**src/rtl/led_fade_pwm_if.sv**
```systemverilog
// led_fade_pwm_if: level request into the fader, PWM pin drive and ramp status out.
interface led_fade_pwm_if #(parameter int PWM_BITS = 8);
  logic level_i;
  logic led_o;
  logic [PWM_BITS-1:0] duty_o;
  logic busy_o;
  modport master (output level_i, input led_o, duty_o, busy_o);
  modport slave (input level_i, output led_o, duty_o, busy_o);
endinterface

```
**src/rtl/led_fade_pwm.sv**
```systemverilog
// led_fade_pwm: turns a binary LED level into a PWM pin drive whose duty ramps
// linearly between off and full-on, so every toggle becomes a smooth fade.
module led_fade_pwm #(
  parameter int CLK_HZ = 25_000_000,
  parameter int FADE_MS = 500,
  parameter int PWM_BITS = 8,
  parameter bit ACTIVE_LOW = 1
) (
  input logic clk_i,
  input logic rst_i,
  led_fade_pwm_if.slave bus
);
  localparam longint DMAX = (longint'(1) << PWM_BITS) - 1;
  localparam longint STEP_RAW = longint'(CLK_HZ) * longint'(FADE_MS) / 1000 / DMAX;
  localparam longint STEP_CYCLES = STEP_RAW < 1 ? 1 : STEP_RAW;
  localparam int PW = STEP_CYCLES > 1 ? $clog2(STEP_CYCLES) : 1;
  localparam logic [PW-1:0] TC = PW'(STEP_CYCLES - 1);
  localparam logic [PWM_BITS-1:0] FULL = '1;
  typedef enum logic [1:0] {IDLE_LOW, RISE, IDLE_HIGH, FALL} state_t;
  state_t state;
  logic [PWM_BITS-1:0] duty, pwm_cnt;
  logic [PW-1:0] pre;
  logic [1:0] sync;
  logic led, on, level_s;
  assign level_s = sync[1];
  assign on = duty == FULL || pwm_cnt < duty;
  // Steps saturate at the rails so a reversal right at an endpoint cannot wrap the duty.
  always_ff @(posedge clk_i or posedge rst_i)
    if (rst_i) begin
      state <= IDLE_LOW;
      duty <= '0;
      pwm_cnt <= '0;
      pre <= '0;
      sync <= '0;
      led <= ACTIVE_LOW;
    end else begin
      sync <= {sync[0], bus.level_i};
      pwm_cnt <= pwm_cnt + 1'b1;
      led <= ACTIVE_LOW ? ~on : on;
      case (state)
        IDLE_LOW:
          if (level_s) begin
            state <= RISE;
            pre <= '0;
          end
        RISE:
          if (!level_s) begin
            state <= FALL;
            pre <= '0;
          end else if (pre == TC) begin
            pre <= '0;
            duty <= duty == FULL ? duty : duty + 1'b1;
            if (duty >= FULL - 1'b1) state <= IDLE_HIGH;
          end else pre <= pre + 1'b1;
        IDLE_HIGH:
          if (!level_s) begin
            state <= FALL;
            pre <= '0;
          end
        FALL:
          if (level_s) begin
            state <= RISE;
            pre <= '0;
          end else if (pre == TC) begin
            pre <= '0;
            duty <= duty == '0 ? duty : duty - 1'b1;
            if (duty <= PWM_BITS'(1)) state <= IDLE_LOW;
          end else pre <= pre + 1'b1;
        default: state <= IDLE_LOW;
      endcase
    end
  assign bus.led_o = led;
  assign bus.duty_o = duty;
  assign bus.busy_o = state == RISE || state == FALL;
endmodule

```
**src/flat_wrapper.sv**
```systemverilog
// flat-port wrapper written by rule: the top's interface ports become plain ports
module led_fade_pwm_flat 
#(
  parameter int CLK_HZ = 25_000_000,
  parameter int FADE_MS = 500,
  parameter int PWM_BITS = 8,
  parameter bit ACTIVE_LOW = 1
)
  (clk_i, rst_i, bus_level_i, bus_led_o, bus_duty_o, bus_busy_o);
  led_fade_pwm_if #(.PWM_BITS(PWM_BITS)) bus_i ();
  input logic clk_i;
  input logic rst_i;
  input wire logic [$bits(bus_i.level_i)-1:0] bus_level_i;
  output wire logic [$bits(bus_i.led_o)-1:0] bus_led_o;
  output wire logic [$bits(bus_i.duty_o)-1:0] bus_duty_o;
  output wire logic [$bits(bus_i.busy_o)-1:0] bus_busy_o;
  assign bus_i.level_i = bus_level_i;
  assign bus_led_o = bus_i.led_o;
  assign bus_duty_o = bus_i.duty_o;
  assign bus_busy_o = bus_i.busy_o;
  led_fade_pwm #(.CLK_HZ(CLK_HZ), .FADE_MS(FADE_MS), .PWM_BITS(PWM_BITS), .ACTIVE_LOW(ACTIVE_LOW)) u_core (.clk_i(clk_i), .rst_i(rst_i), .bus(bus_i));
endmodule
```
**config.mk**
```make
export PLATFORM = sky130hd
export DESIGN_NAME = led_fade_pwm_flat
export DESIGN_NICKNAME = d
export VERILOG_FILES = /design/src/rtl/led_fade_pwm_if.sv /design/src/rtl/led_fade_pwm.sv /design/src/flat_wrapper.sv
export SDC_FILE = /design/constraint.sdc
export NUM_CORES = 1
export LEC_CHECK = 0
export ABC_CLOCK_PERIOD_IN_PS = 2750
export CORE_ASPECT_RATIO = 1.5
export CORE_MARGIN = 5
export CORE_UTILIZATION = 59
export DETAILED_ROUTE_END_ITERATION = 16
export PLACE_DENSITY = 0.88
export SLEW_MARGIN = 20
export SYNTH_ARGS = -nofsm -noshare
export SYNTH_HDL_FRONTEND = slang
export SYNTH_SLANG_ARGS = --single-unit
```
**constraint.sdc**
```tcl
create_clock -name clk_i -period 2.75 [get_ports clk_i]
set_input_delay 0.55 -clock clk_i [delete_from_list [all_inputs] [get_ports clk_i]]
set_output_delay 0.55 -clock clk_i [all_outputs]
set_load 0.01 [all_outputs]
```
==> results.json <==
{
  "drc": 0,
  "ys_types": 47,
  "placement.io_buffers": 12,
  "avgSynthCellArea_um2": 10.1,
  "vias": 1660,
  "drt-initial-drc-count": 78,
  "grt_pass1_vias": 1719,
  "finalPower_mw": 1.54,
  "synth-seq-cells": 37,
  "maxCapViolCount": 0,
  "die_y_um": 85.5,
  "cts_buffer_depth": 2,
  "dieWidth_um": 60.4,
  "placed_area_um2": 2400,
  "wl_um": 4410,
  "required_ps": 2200,
  "finalSetupViolCount": 0,
  "power.leakage_nw": 1.08,
  "finalSetupTns_ps": 0,
  "synth-edff-count": 0,
  "syn_area_um2": 2240,
  "maxSlewHeadroom_pct": 56.0,
  "multi_input_area_um2": 1220,
  "antennaDiodeCount": 0,
  "status": "completed",
  "final_cell_mix": "36 x dfrtp_1, 27 x nor2_1, 20 x ha_1",
  "synth_top_cell_by_area": "dfrtp_1",
  "cts-resized-gates": 0,
  "post_drt_wl_per_cell_um": 15.6,
  "hold_buffers": 0,
  "syn_nets": 246,
  "grt_max_degree": 38,
  "dp_cells": 275,
  "n_fill_cell": 285,
  "synth_async_sr_flop_share_pct": 100,
  "max_clock_freq_ghz": 0.406,
  "critical_path.endpoint_type": "output port",
  "routed_via_density": 5.87,
  "synth_ff_type": "dfrtp_1",
  "rsz0062_at_grt": "false",
  "pre_cts_slack_ps": 409,
  "post-route-period-util_pct": 89.5,
  "ant_nets": 0,
  "routabilityCongestion": 0.792,
  "final_core_util_pct": 67.9,
  "syn_to_final_growth_pct": 11.3,
  "final_common_cell": "dfrtp_1",
  "min_period_ps": 2460,
  "dp_hpwl_um": 3190,
  "timing.final.ws_setup_ps": 289,
  "hold_class": "flop to flop",
  "final_area_um2": 2500,
  "initial_core_util_pct": 61.0,
  "irDropWorstVdd_v": 0.000506,
  "critical_path_class": "flop to output port",
  "rows": 27,
  "root_buffer": "clkbuf_8",
  "startpoint_type": "flop",
  "yosysSeqAreaShare_pct": 41.3,
  "worst_pin_slew_ps": 654,
  "hold_viol_final": 0,
  "fin_nets": 262,
  "worstPathArrival_ps": 1910,
  "core_area_um2": 3680,
  "clock-sinks": 37,
  "seqCellArea_um2": 927,
  "synth_warnings": 0,
  "postSynthCellCount": 223,
  "ios": 13,
  "antenna_found_initial": 0,
  "instances_no_fill": 283,
  "die_area_um2": 5160,
  "tritoncts": "yes",
  "critPathMaxFanout": 14,
  "ys_top_cells_by_area": "dfrtp_1 40%, ha_1 11%, xnor2_1 6.2%",
  "layout-drive-gt1-share_pct": 10.0,
  "htree_num_levels": 2,
  "powerDensity_nw_per_um2": 617,
  "clk_pin_slew_ps": 70,
  "grt_pass1_wl_um": 8070,
  "finalClockSkew_ps": 5.38,
  "first_pass_iters": 4,
  "slew_viol_final": 0,
  "hold_slack_ps": 356,
  "clock_latency_ps": 290,
  "cts-buffers-inserted": 5,
  "synth_top_area_share_pct": 40.1,
  "post-cts-setup-buffer-count": 0,
  "grt.overflow.total": 0,
  "track_usage_pct": 20.2
}
## routing by layer
metal / part of all wire, % / vias to the layer above / track usage [%]
li1: - / 804 / -
met1: 41 / 823 / 24.6
met2: 54 / 25 / 33.8
met3: 2.5 / 8 / 4.37
met4: 1.9 / 0 / 8.06
met5: 0 / - / 0
## final cells by class
cell class	instances	area share, %
multi-input cells	164	48.9
flip-flops and latches	37	37.1
repair buffers	13	5.11
clock buffers	7	3.86
inverters	18	2.70
well taps	43	2.15
clock inverters	1	0.200
## flip-flops by register name (all words and copies together) (netlist names)
register and count:
u_core.bus.duty_o 8, u_core.bus.led_o 1, u_core.sync 2, u_core.pre 16
u_core.pwm_cnt 8, u_core.state 2
## power breakdown
part / internal [mW] / switching (mW) / total (mW) / leakage, nW
registers: 0.574 / 0.0316 / 0.605 / 0.489
logic: 0.235 / 0.283 / 0.519 / 0.539
clock network: 0.227 / 0.191 / 0.417 / 0.0542
## cell families after synthesis
logic type               Yosys count  synth area share (%)
AO/OA/AOI/OAI                     30                  10.3
flip-flops                        37                  41.3
adder cells (fa/ha/maj)           20                  11.1
multiplexers                       5                  2.68
buffers and inverters             22                  4.29
XOR/XNOR                          25                  9.75
AND/OR/NAND/NOR                   84                  20.6
## synthesized netlist by cell type (2+ instances only)
master and n:
dfrtp_1 36, nor2_1 27, ha_1 20, inv_1 18
xnor2_1 16, nand2_1 13, nand3_1 10, xor2_1 9
a21oi_1 7, nand4_1 7, o21ai_0 7, nor4_1 5
nor3_1 4, o21a_1 4, or2_2 3, a31oi_1 2
buf_2 2, mux2i_1 2, o211ai_1 2, or3_1 2
## path summary, 6_finish.rpt
path	from	endpoint	slack (ps)	depth (start not counted)
worst max-delay path	u_core.state[1]	bus_busy_o	290	3
worst min-delay path	u_core.sync[0]	u_core.sync[1]	360	0
worst max register to register	u_core.state[1]	u_core.bus.duty_o[2]	380	6
worst min register to register	u_core.sync[0]	u_core.sync[1]	360	0
max in group asynchronous	rst_i	u_core.bus.led_o	1740	3
min in group asynchronous	rst_i	u_core.pwm_cnt[5]	660	3
## critical path: stages (launching register included)
cell             delay (ps)
dfrtp_1                 420
ha_1                    360
or2_2                   360
clkdlybuf4s50_1         480
Power figures use the tool's default switching activity.
==> edit, RTL diff (same flow settings) <==
`ACTIVE_LOW` is set to 1 in 2 places; all go to 0.
--- a/src/rtl/led_fade_pwm.sv
+++ b/src/rtl/led_fade_pwm.sv
@@ -4,7 +4,7 @@
   parameter int CLK_HZ = 25_000_000,
   parameter int FADE_MS = 500,
   parameter int PWM_BITS = 8,
-  parameter bit ACTIVE_LOW = 1
+  parameter bit ACTIVE_LOW = 0
 ) (
   input logic clk_i,
   input logic rst_i,
--- a/src/flat_wrapper.sv
+++ b/src/flat_wrapper.sv
@@ -4,7 +4,7 @@
   parameter int CLK_HZ = 25_000_000,
   parameter int FADE_MS = 500,
   parameter int PWM_BITS = 8,
-  parameter bit ACTIVE_LOW = 1
+  parameter bit ACTIVE_LOW = 0
 )
   (clk_i, rst_i, bus_level_i, bus_led_o, bus_duty_o, bus_busy_o);
   led_fade_pwm_if #(.PWM_BITS(PWM_BITS)) bus_i ();
Check against the original RTL: not equivalent (a bounded check fails within 4 cycles, from zero or initial values and one cycle with rst_i high).
==> edit against the unedited design <==
Cell count is 0.35% higher. Highest routed layer unchanged. Power is 6.1% higher. Sequential cell count stayed put. Routed wire length is 2.7% higher. Area after synthesis is 0.17% higher. Combinational power hardly changed. Final area is 1.5% higher. Maximum frequency is 1.1% higher. Critical endpoint unchanged. Setup slack better by 0.027 ns.
==> edit: results (changes against the unedited design) <==
status: completed (unchanged)
Crit Reg-Reg Endpoint: u_core.state[1] (was u_core.bus.duty_o[2])
Total GRT Usage: 19.6% (was 20.2%)
top post-synthesis cells by count: dfrtp_1 (37), nor2_1 (23), ha_1 (20), xnor2_1 (15), inv_1 (14) (was dfrtp_1 (36), nor2_1 (27), ha_1 (20), inv_1 (18), xnor2_1 (16))
Compound-Gate Fraction of Synth Area: 10.7% (was 10.3%)
Peak VDD IR: 0.762 mV (was 0.506 mV)
clk_skew: 0.00879 ns (was 0.00538 ns)
Worst Path Max Fanout: 13 (was 14)
first-pass GRT wire length: 7.78 mm (was 8.07 mm)
Worst Setup Slack, final: 0.316 ns (was 0.289 ns)
placed cell areas: 2410 sq um (was 2400 sq um)
Worst Max-Slew Pin Slew: 0.472 ns (was 0.654 ns)
worst path arrival time: 1.88 ns (was 1.91 ns)
P_leak: 1.12 nW (was 1.08 nW)
Crit path max-delay family: buffers and inverters (unchanged)
share of layout cells above drive strength 1: 9.54% (was 10.0%)
Netlist cell types: 46 (was 47)
input/output buffers: 12 (unchanged)
vias in the first global route: 1,763 (was 1,719)
worst hold endpoint: u_core.sync[1] (unchanged)
DR vias: 1,722 (was 1,660)
dominant cells by area after synthesis: dfrtp_1 (41%), ha_1 (11%), xnor2_1 (5.8%), nor2_1 (3.8%), xor2_1 (3.1%) (was dfrtp_1 (40%), ha_1 (11%), xnor2_1 (6.2%), nor2_1 (4.5%), xor2_1 (3.5%))
wire per inst: 15.9 um (was 15.6 um)
routability congestion estimate: 0.828 (was 0.792)
Hold Path Class: flop to flop (unchanged)
multiplexer share of the synthesized area: 2.78% (was 2.68%)
Post-Synth XOR/XNOR Area: 8.96% (was 9.75%)
reg2reg start: u_core.pre[0] (was u_core.state[1])
Worst Reg-to-Reg Cells: 7 (was 6)
==> edit: kinds of logic after synthesis <==
| family | count (synthesis) |
|---|---|
| multiplexers | 6 |
| AO/OA/AOI/OAI | 32 |
| AND/OR/NAND/NOR | 87 |
| flip-flops | 37 |
| buffers and inverters | 18 |
| adder cells (fa/ha/maj) | 20 |
| XOR/XNOR | 23 |
==> edit: per-stage QoR <==
step | cells | hold slack (ns)
finish | 284 | 0.350
global route | 284 | 0.359
CTS | 284 | 0.353
detailed placement | 276 | 0.336
global placement | 276 | 0.333
floorplan | 223 | 0.331
==> edit: worst reg2reg max path, stage by stage, from the launching register on <==
cell and delay, ns:
dfrtp_1 0.43, inv_1 0.08, ha_1 0.15, or3b_4 0.40, nor4_4 0.31, o21a_2 0.32, o221a_4 0.24, mux2_1 0.32
==> edit: power by group <==
part	internal (W)	switching [W]
clock	0.000295	0.000202
sequential	0.000582	0.0000398
combinational	0.000225	0.000293
total	0.00110	0.000534
==> edit: how the worst max path moves through the flow <==
stage	cells after the start	to	start
finish	3	bus_busy_o	u_core.state[0]
CTS	3	bus_busy_o	u_core.state[0]
global placement	7	u_core.state[1]	u_core.pre[0]
floorplan	7	u_core.state[1]	u_core.pre[0]
detailed placement	7	u_core.state[1]	u_core.pre[0]
global route	3	bus_busy_o	u_core.state[0]
==> edit: area by class of cell <==
cell class	instances	area [sq um]
multi-input cells	168	1250
fillers	292	1150
flip-flops and latches	37	926
repair buffers	14	135
clock buffers	6	82.6
well taps	43	53.8
inverters	14	52.6
clock inverters	2	37.5
==> edit: per-layer routing <==
layer / GRT usage, % / part of all wire, % / vias up
met4: 9.07 / 2.4 / 0
met2: 35.0 / 55 / 42
li1: - / - / 824
met3: 3.92 / 3.9 / 14
met5: 0 / 0 / -
met1: 21.4 / 39 / 842
